<file path="config.mk">
export PLATFORM = sky130hd
export DESIGN_NAME = cpu_bus_if
export DESIGN_NICKNAME = d
export VERILOG_FILES = /design/src/rtl/chls_bus_pkg.sv /design/src/rtl/bus_sync.sv /design/src/rtl/cpu_bus_if.sv
export SDC_FILE = /design/constraint.sdc
export NUM_CORES = 1
export LEC_CHECK = 0
export CORE_UTILIZATION = 51
export CTS_BUF_LIST = sky130_fd_sc_hd__clkbuf_8
export CTS_CLUSTER_DIAMETER = 60
export DETAILED_ROUTE_END_ITERATION = 6
export DONT_BUFFER_PORTS = 1
export PLACE_DENSITY = 0.66
export SKIP_LAST_GASP = 1
export SLEW_MARGIN = 5
export SYNTH_ARGS = -nofsm -noshare
export SYNTH_HDL_FRONTEND = slang
export SYNTH_HIERARCHICAL = 1
export SYNTH_SLANG_ARGS = --single-unit
export TNS_END_PERCENT = 30
</file>
<file path="constraint.sdc">
create_clock -name clk -period 4.35 [get_ports clk]
set_input_delay 1.305 -clock clk [delete_from_list [all_inputs] [get_ports clk]]
set_output_delay 1.305 -clock clk [all_outputs]
set_load 0.01 [all_outputs]
</file>
<file path="src/rtl/chls_bus_pkg.sv">
// Shared types and constants for the CHLS 8051 external-bus front end.
package chls_bus_pkg;

    typedef enum logic {
        NO_ADDR,
        ADDR_OK
    } bus_state_e;

    // Pin levels while the CPU is idle; sync chains reset to these.
    localparam logic CS_N_IDLE = 1'b1;
    localparam logic ALE_IDLE  = 1'b0;
    localparam logic R_N_IDLE  = 1'b1;
    localparam logic W_N_IDLE  = 1'b1;

    function automatic int unsigned addr_w(input int unsigned ahi_w, input int unsigned data_w);
        return ahi_w + data_w;
    endfunction

endpackage

</file>
<file path="src/rtl/bus_sync.sv">
// Multi-stage flop chain bringing an asynchronous pin group into the clk domain.
module bus_sync #(
    parameter int unsigned      WIDTH   = 1,
    parameter int unsigned      STAGES  = 2,
    parameter logic [WIDTH-1:0] RST_VAL = '0
) (
    input  logic             clk,
    input  logic             rst_n,
    input  logic [WIDTH-1:0] d,
    output logic [WIDTH-1:0] q
);

    logic [STAGES-1:0][WIDTH-1:0] stage_q;

    always_ff @(posedge clk or negedge rst_n) begin
        if (!rst_n) begin
            stage_q <= {STAGES{RST_VAL}};
        end else begin
            stage_q <= {stage_q[STAGES-2:0], d};
        end
    end

    assign q = stage_q[STAGES-1];

endmodule

</file>
<file path="src/rtl/cpu_bus_if.sv">
// 8051 external-bus slave front end: synchronised pins, ALE address latch,
// single-cycle write strobe and latency-matched read-back path.
module cpu_bus_if
    import chls_bus_pkg::*;
#(
    parameter int unsigned DATA_W      = 8,
    parameter int unsigned AHI_W       = 8,
    parameter int unsigned SYNC_STAGES = 2,
    parameter int unsigned RD_LAT      = 1,
    parameter bit          AUTO_INC    = 1'b0,
    localparam int unsigned ADDR_W     = addr_w(AHI_W, DATA_W)
) (
    input  logic              clk,
    input  logic              rst_n,
    input  logic              cs_n,
    input  logic [AHI_W-1:0]  abus,
    input  logic              ale,
    input  logic              r_n,
    input  logic              w_n,
    input  logic [DATA_W-1:0] dbus_in,
    output logic [DATA_W-1:0] dbus_out,
    output logic              dbus_oe,
    output logic              wr_en_n,
    output logic [ADDR_W-1:0] wr_addr,
    output logic [DATA_W-1:0] wr_data,
    output logic              rd_req,
    output logic [ADDR_W-1:0] rd_addr,
    input  logic [DATA_W-1:0] rd_data,
    output logic              err
);

    logic cs_n_s, ale_s, r_n_s, w_n_s;
    logic [AHI_W-1:0]  abus_s;
    logic [DATA_W-1:0] dbus_s;

    bus_sync #(
        .WIDTH   (4),
        .STAGES  (SYNC_STAGES),
        .RST_VAL ({CS_N_IDLE, ALE_IDLE, R_N_IDLE, W_N_IDLE})
    ) u_sync_ctrl (
        .clk   (clk),
        .rst_n (rst_n),
        .d     ({cs_n, ale, r_n, w_n}),
        .q     ({cs_n_s, ale_s, r_n_s, w_n_s})
    );

    // Same depth as the strobes so address/data line up with the detected edge.
    bus_sync #(
        .WIDTH   (ADDR_W),
        .STAGES  (SYNC_STAGES),
        .RST_VAL ('0)
    ) u_sync_data (
        .clk   (clk),
        .rst_n (rst_n),
        .d     ({abus, dbus_in}),
        .q     ({abus_s, dbus_s})
    );

    bus_state_e        state_q, state_d;
    logic              ale_prev_q, r_n_prev_q, w_n_prev_q;
    logic [ADDR_W-1:0] addr_q, addr_d;
    logic              err_q, err_d;
    logic              wr_en_n_q;
    logic [ADDR_W-1:0] wr_addr_q, rd_addr_q;
    logic [DATA_W-1:0] wr_data_q, dbus_out_q;
    logic              rd_req_q, dbus_oe_q;
    logic [RD_LAT-1:0] rd_pipe_q, rd_pipe_d;

    logic ale_fall, w_rise, r_fall, rd_go, rd_capture;

    always_comb begin
        ale_fall   = ~cs_n_s & ale_prev_q & ~ale_s;
        w_rise     = ~cs_n_s & ~w_n_prev_q & w_n_s;
        r_fall     = ~cs_n_s & r_n_prev_q & ~r_n_s;
        // A write wins over a read arriving in the same cycle.
        rd_go      = r_fall & ~w_rise;
        rd_capture = rd_pipe_q[RD_LAT-1];
        rd_pipe_d  = (rd_pipe_q << 1) | RD_LAT'(rd_req_q);

        state_d = state_q;
        if (ale_fall) begin
            state_d = ADDR_OK;
        end

        err_d = err_q;
        if (((w_rise || r_fall) && state_q == NO_ADDR) || (w_rise && r_fall)) begin
            err_d = 1'b1;
        end

        addr_d = addr_q;
        if (ale_fall) begin
            addr_d = {abus_s, dbus_s};
        end else if (AUTO_INC && (w_rise || rd_go)) begin
            addr_d = addr_q + ADDR_W'(1);
        end
    end

    always_ff @(posedge clk or negedge rst_n) begin
        if (!rst_n) begin
            state_q    <= NO_ADDR;
            ale_prev_q <= ALE_IDLE;
            r_n_prev_q <= R_N_IDLE;
            w_n_prev_q <= W_N_IDLE;
            addr_q     <= '0;
            err_q      <= 1'b0;
            wr_en_n_q  <= 1'b1;
            wr_addr_q  <= '0;
            wr_data_q  <= '0;
            rd_req_q   <= 1'b0;
            rd_addr_q  <= '0;
            rd_pipe_q  <= '0;
            dbus_out_q <= '0;
            dbus_oe_q  <= 1'b0;
        end else begin
            state_q    <= state_d;
            ale_prev_q <= ale_s;
            r_n_prev_q <= r_n_s;
            w_n_prev_q <= w_n_s;
            addr_q     <= addr_d;
            err_q      <= err_d;
            wr_en_n_q  <= ~w_rise;
            if (w_rise) begin
                wr_addr_q <= addr_q;
                wr_data_q <= dbus_s;
            end
            rd_req_q <= rd_go;
            if (rd_go) begin
                rd_addr_q <= addr_q;
            end
            rd_pipe_q <= rd_pipe_d;
            if (rd_capture) begin
                dbus_out_q <= rd_data;
            end
            // A late read completes internally but never drives the bus once deselected.
            if (cs_n_s || r_n_s) begin
                dbus_oe_q <= 1'b0;
            end else if (rd_capture) begin
                dbus_oe_q <= 1'b1;
            end
        end
    end

    assign dbus_out = dbus_out_q;
    assign dbus_oe  = dbus_oe_q;
    assign wr_en_n  = wr_en_n_q;
    assign wr_addr  = wr_addr_q;
    assign wr_data  = wr_data_q;
    assign rd_req   = rd_req_q;
    assign rd_addr  = rd_addr_q;
    assign err      = err_q;

endmodule
</file>
# Word-level counts from Yosys, hierarchy flattened
# Cells that the tools add are included.
dict set report totals {
  regBits 113
  latchBits 0
  ram_bits 0
  mem_bits_ro 0
  in_bits 30
  out_inout_bits 52
  elab_cells 39
  mem_count 0
}
dict set report classes {
  add_sub_neg 0
  multipliers 0
  div 0
  magnitude_cmp 0
  eq_ne 0
  shift 0
  muxes 2
  bitwise_logic 13
  n_reduce_logical 6
}
# operator n
set ops {}
lappend ops {{AND 1 bit} 7}
lappend ops {{inverter 1 bit} 6}
lappend ops {{logical OR 1 bit} 3}
lappend ops {{logical AND 1 bit} 2}
lappend ops {{2-to-1 mux 1 bit} 2}
lappend ops {{nonzero test 2 bit} 1}

# Longest topological paths before layout
dict set report depth {
  word_depth 6
  depth_mapped 6
  depth_no_buf 3
}

# By module
# Netlist, hierarchy kept.
# module instances cells_per_inst area_each_um2 seq_area_each_um2
set by_module_without_submodules {}
lappend by_module_without_submodules {cpu_bus_if 1 155 2728.9 1830.5}
lappend by_module_without_submodules {{bus_sync (u_sync_data)} 1 48 920.9 800.8}
lappend by_module_without_submodules {{bus_sync (u_sync_ctrl)} 1 12 237.7 207.7}

# Worst setup path before layout
# OpenSTA, ideal clock, no wires.
dict set report synth_path {
  path_kind {reg2out}
  from {register wr_en_n_q (netlist: wr_en_n)}
  to {output wr_en_n}
  arrival_time_ns 0.520
  t_required_ns 3.045
  path_slack_ns 2.525
  path_stages_with_launch 1
  path_buffers 0
  cell_sequence {dfstp_2}
}
# item line
set synth_rtl {}
lappend synth_rtl {{from (decl)} cpu_bus_if.sv:63} ;# logic wr_en_n_q;
lappend synth_rtl {{from (signal assigned)} cpu_bus_if.sv:121} ;# wr_en_n_q <= ~w_rise;
lappend synth_rtl {{to (decl)} cpu_bus_if.sv:23} ;# output logic wr_en_n,
# No word-level cell between the ends.

# Worst setup path in the final report
dict set report layout_path {
  from {register wr_en_n_q (netlist: wr_en_n)}
  to {output wr_en_n}
}
# No word-level cell between the ends.

==> flow_summary_export.csv <==
group,metric,value,unit
layout,regArea,2840,sq um
routing,finalWirelength,5630,microns
sta,clock.fmax,445,MHz
clock_network,cts_buffers,17,
floorplanning,ios,82,
sta,tns,0,ns
layout,nFillCells,614,
clock_network,post-cts-setup-buffer-count,0,
run,cap_violations,0,
clock_network,clockBufferDepth,2,
routing,firstDrtPassIters,4,
floorplanning,core,7290,sq um
logic_synthesis,synth_warnings,6,
sta,tightestPinTransition,0.961,ns
logic_synthesis,postSynthCellCount,215,
logic_synthesis,synth-compound-area-share,0.00193,
logic_synthesis,syn_nets,245,
power_and_ir_drop,p_per_area,612,nW/um^2
power_and_ir_drop,ir_worst_vdd,245,uV
layout,final_cell_mix,"104 x dfrtp_1, 55 x mux2_2, 19 x clkbuf_8, 9 x mux2_4, 9 x dfstp_2",
setup_path,cp-start-kind,"register",
power_and_ir_drop,switching_share,0.240,
routing,route.vias.total,1586,
setup_path,rr_worst_depth,3,
setup_path,cp.arrival,0.94,ns
global_route,first_global_vias,1730,
place,portBuffers,0,
power_and_ir_drop,power.switching,0.617,mW
place,dp_slack,2.38,ns
setup_path,critPathKind,"reg2out",
routing,wl_met2,2790,microns
floorplanning,die_area,7980,sq um
layout,final_cells,318,
clock_network,cts_root_buf,"clkbuf_8",
power_and_ir_drop,clkPwrFrac,0.377,
clock_network,cts_resized,0,
sta,final.period_utilization,0.516,
routing,routedWlPerCell,17.7,microns
setup_path,cp-end-kind,"output pin",
layout,antenna_cells,0,
global_route,overflow,0,
global_route,track_usage,0.159,
clock_network,path_clk_slew,0.06,ns
logic_synthesis,ys_ff_latch,113,
place,placed_cells_incl_taps,287,
place,dpl.hpwl,3520,microns
routing,drtIter0Drc,66,
layout,final_common_cell,"dfrtp_1",
global_route,antenna_found_initial,1,
clock_network,clock_sink_count,113,
layout,nets,237,
clock_network,worstSkewPairLatency,0.41,ns
routing,drc,0,
setup_path,cp.required,3.04,ns
logic_synthesis,ys_types,19,
power_and_ir_drop,seq_power_share,0.552,
power_and_ir_drop,intPower,1.96,mW
floorplanning,num_rows,31,
logic_synthesis,syn_area,3890,sq um
outcome,status,"complete, no violations",
power_and_ir_drop,combinationalPowerShare,0.071,
logic_synthesis,synth_top_family_by_area,"multiplexers",
power_and_ir_drop,total_power,2.57,mW
global_route,grt_max_degree,114,
logic_synthesis,synthMuxAreaShare,0.194,
place,gp_congestion,0.738,
clock_network,hold_buffers,0,
sta,finalSetupViolations,0,
place,postPlaceCellArea,3800,sq um
logic_synthesis,synth_xor_area_frac,0,
routing,antenna_left,0,
sta,finClkSkew,0.00762,ns
hold_path,hold_path_depth,0,
floorplanning,initial_core_util,0.533,
clock_network,cts_tree,"done",
logic_synthesis,synth_adder_area_share,0.00257,
setup_path,critical_path_depth,0,
sta,layout_setup_ws,2.10,ns
global_route,grt_first_pass_wirelength,8740,microns
layout,multiInputGateArea,830,sq um
layout,drive_above_1_share,0.484,
routing,dr_wl_met3,465,microns
logic_synthesis,ys_seq_area_frac,0.730,
logic_synthesis,avgSynthCellArea,18.1,sq um
layout,syn2layout_area_growth,8.11,%
sta,finalMaxSlewViolations,0,
sta,fin_crit,2.25,ns
sta,relSlewSlack,0.359,
routing,wl_met1,2280,microns
routing,top_layer,"met5",
power_and_ir_drop,leakagePower,1.88,nW
layout,final_cell_area,4200,sq um
clock_network,htree_num_levels,4,
logic_synthesis,yosys.area_share.simple,0.0132,
floorplanning,die_h,89.3,microns
hold_path,hp-class,"reg2reg",
sta,rsz0062_at_grt,"no",
floorplanning,fp.dieW,89.3,microns
setup_path,crit_fanout,1,
routing,via_per_inst,4.99,
sta,finalHoldViolCount,0,
kinds of logic after synthesis:
| family | after synthesis |
|---|---|
| AND/OR/NAND/NOR | 7 |
| buffers and inverters | 29 |
| adder cells (fa/ha/maj) | 1 |
| flip-flops | 113 |
| AO/OA/AOI/OAI | 1 |
| multiplexers | 64 |
area by class of cell:
| type | instances | area share |
|---|---|---|
| multi-input cells | 73 | 0.197 |
| well taps | 99 | 0.0295 |
| clock buffers | 19 | 0.0622 |
| flip-flops and latches | 113 | 0.675 |
| inverters | 2 | 0.00179 |
| clock inverters | 12 | 0.0336 |
cells in the mapped netlist:
| master | n | area [sq um] |
|---|---|---|
| buf_6 | 3 | 33.8 |
| nor3_1 | 1 | 5.00 |
| nor3b_2 | 1 | 12.5 |
| maj3_1 | 1 | 10.0 |
| clkbuf_1 | 1 | 3.75 |
| or2_2 | 1 | 6.26 |
| inv_1 | 2 | 7.51 |
| nor2_1 | 1 | 3.75 |
| dfrtp_1 | 104 | 2600 |
| or3b_1 | 1 | 8.76 |
| buf_2 | 2 | 10.0 |
| buf_12 | 1 | 20.0 |
| mux2_4 | 9 | 135 |
| nand2b_1 | 1 | 6.26 |
| a21o_1 | 1 | 7.51 |
| mux2_2 | 55 | 619 |
| buf_4 | 20 | 150 |
| or3b_2 | 1 | 8.76 |
| dfstp_2 | 9 | 236 |
power groups by stage:
stage,registers [mW],logic [mW],clock network [mW]
2_1_floorplan,1.39,0.185,0
3_3_place_gp,1.43,0.173,0
3_5_place_dp,1.44,0.187,0
4_1_cts,1.43,0.188,1.00
5_1_grt,1.45,0.203,1.05
6_report,1.42,0.184,0.971
flip-flops by register name (all words and copies together) (netlist names):
name / cells
rd_capture: 1
u_sync_data/q: 16
dbus_out: 8
state_q: 1
u_sync_ctrl/q: 4
r_n_prev_q: 1
wr_addr: 16
rd_addr: 16
ale_prev_q: 1
u_sync_ctrl/stage_q: 4
rd_req: 1
wr_data: 8
addr_q: 16
err: 1
dbus_oe: 1
u_sync_data/stage_q: 16
wr_en_n: 1
w_n_prev_q: 1
per-layer routing:
metal  vias to the layer above  track usage
met5                         -            0
met4                         2       0.0736
met3                         9       0.0960
met2                        53        0.241
met1                       828        0.178
li1                        694            -
worst register-to-register path, stage by stage, from the launching register on:
cell and delay [ns]:
dfstp_2 0.57, or3b_1 0.15, a21o_1 0.67, mux2_2 0.42
through the flow:
| step | hold slack (ns) | utilization |
|---|---|---|
| global placement | 0.334 | 0.521 |
| finish | 0.347 | 0.576 |
| detailed placement | 0.335 | 0.521 |
| global route | 0.358 | 0.576 |
| floorplan | 0.331 | - |
| CTS | 0.349 | 0.576 |
worst paths after layout:
kind	start	to	slack, ns
max	wr_en_n$_DFF_PN1_	wr_en_n	2.10
min	u_sync_data/stage_q[8]$_DFF_PN0_	u_sync_data/q[8]$_DFF_PN0_	0.35
max reg2reg	u_sync_ctrl/q[3]$_DFF_PN1_	rd_addr[1]$_DFFE_PN0P_	2.43
min reg2reg	u_sync_data/stage_q[8]$_DFF_PN0_	u_sync_data/q[8]$_DFF_PN0_	0.35
max in group asynchronous	rst_n	wr_en_n$_DFF_PN1_	3.51
min in group asynchronous	rst_n	addr_q[12]$_DFFE_PN0P_	0.59
Power figures use the tool's default switching activity.
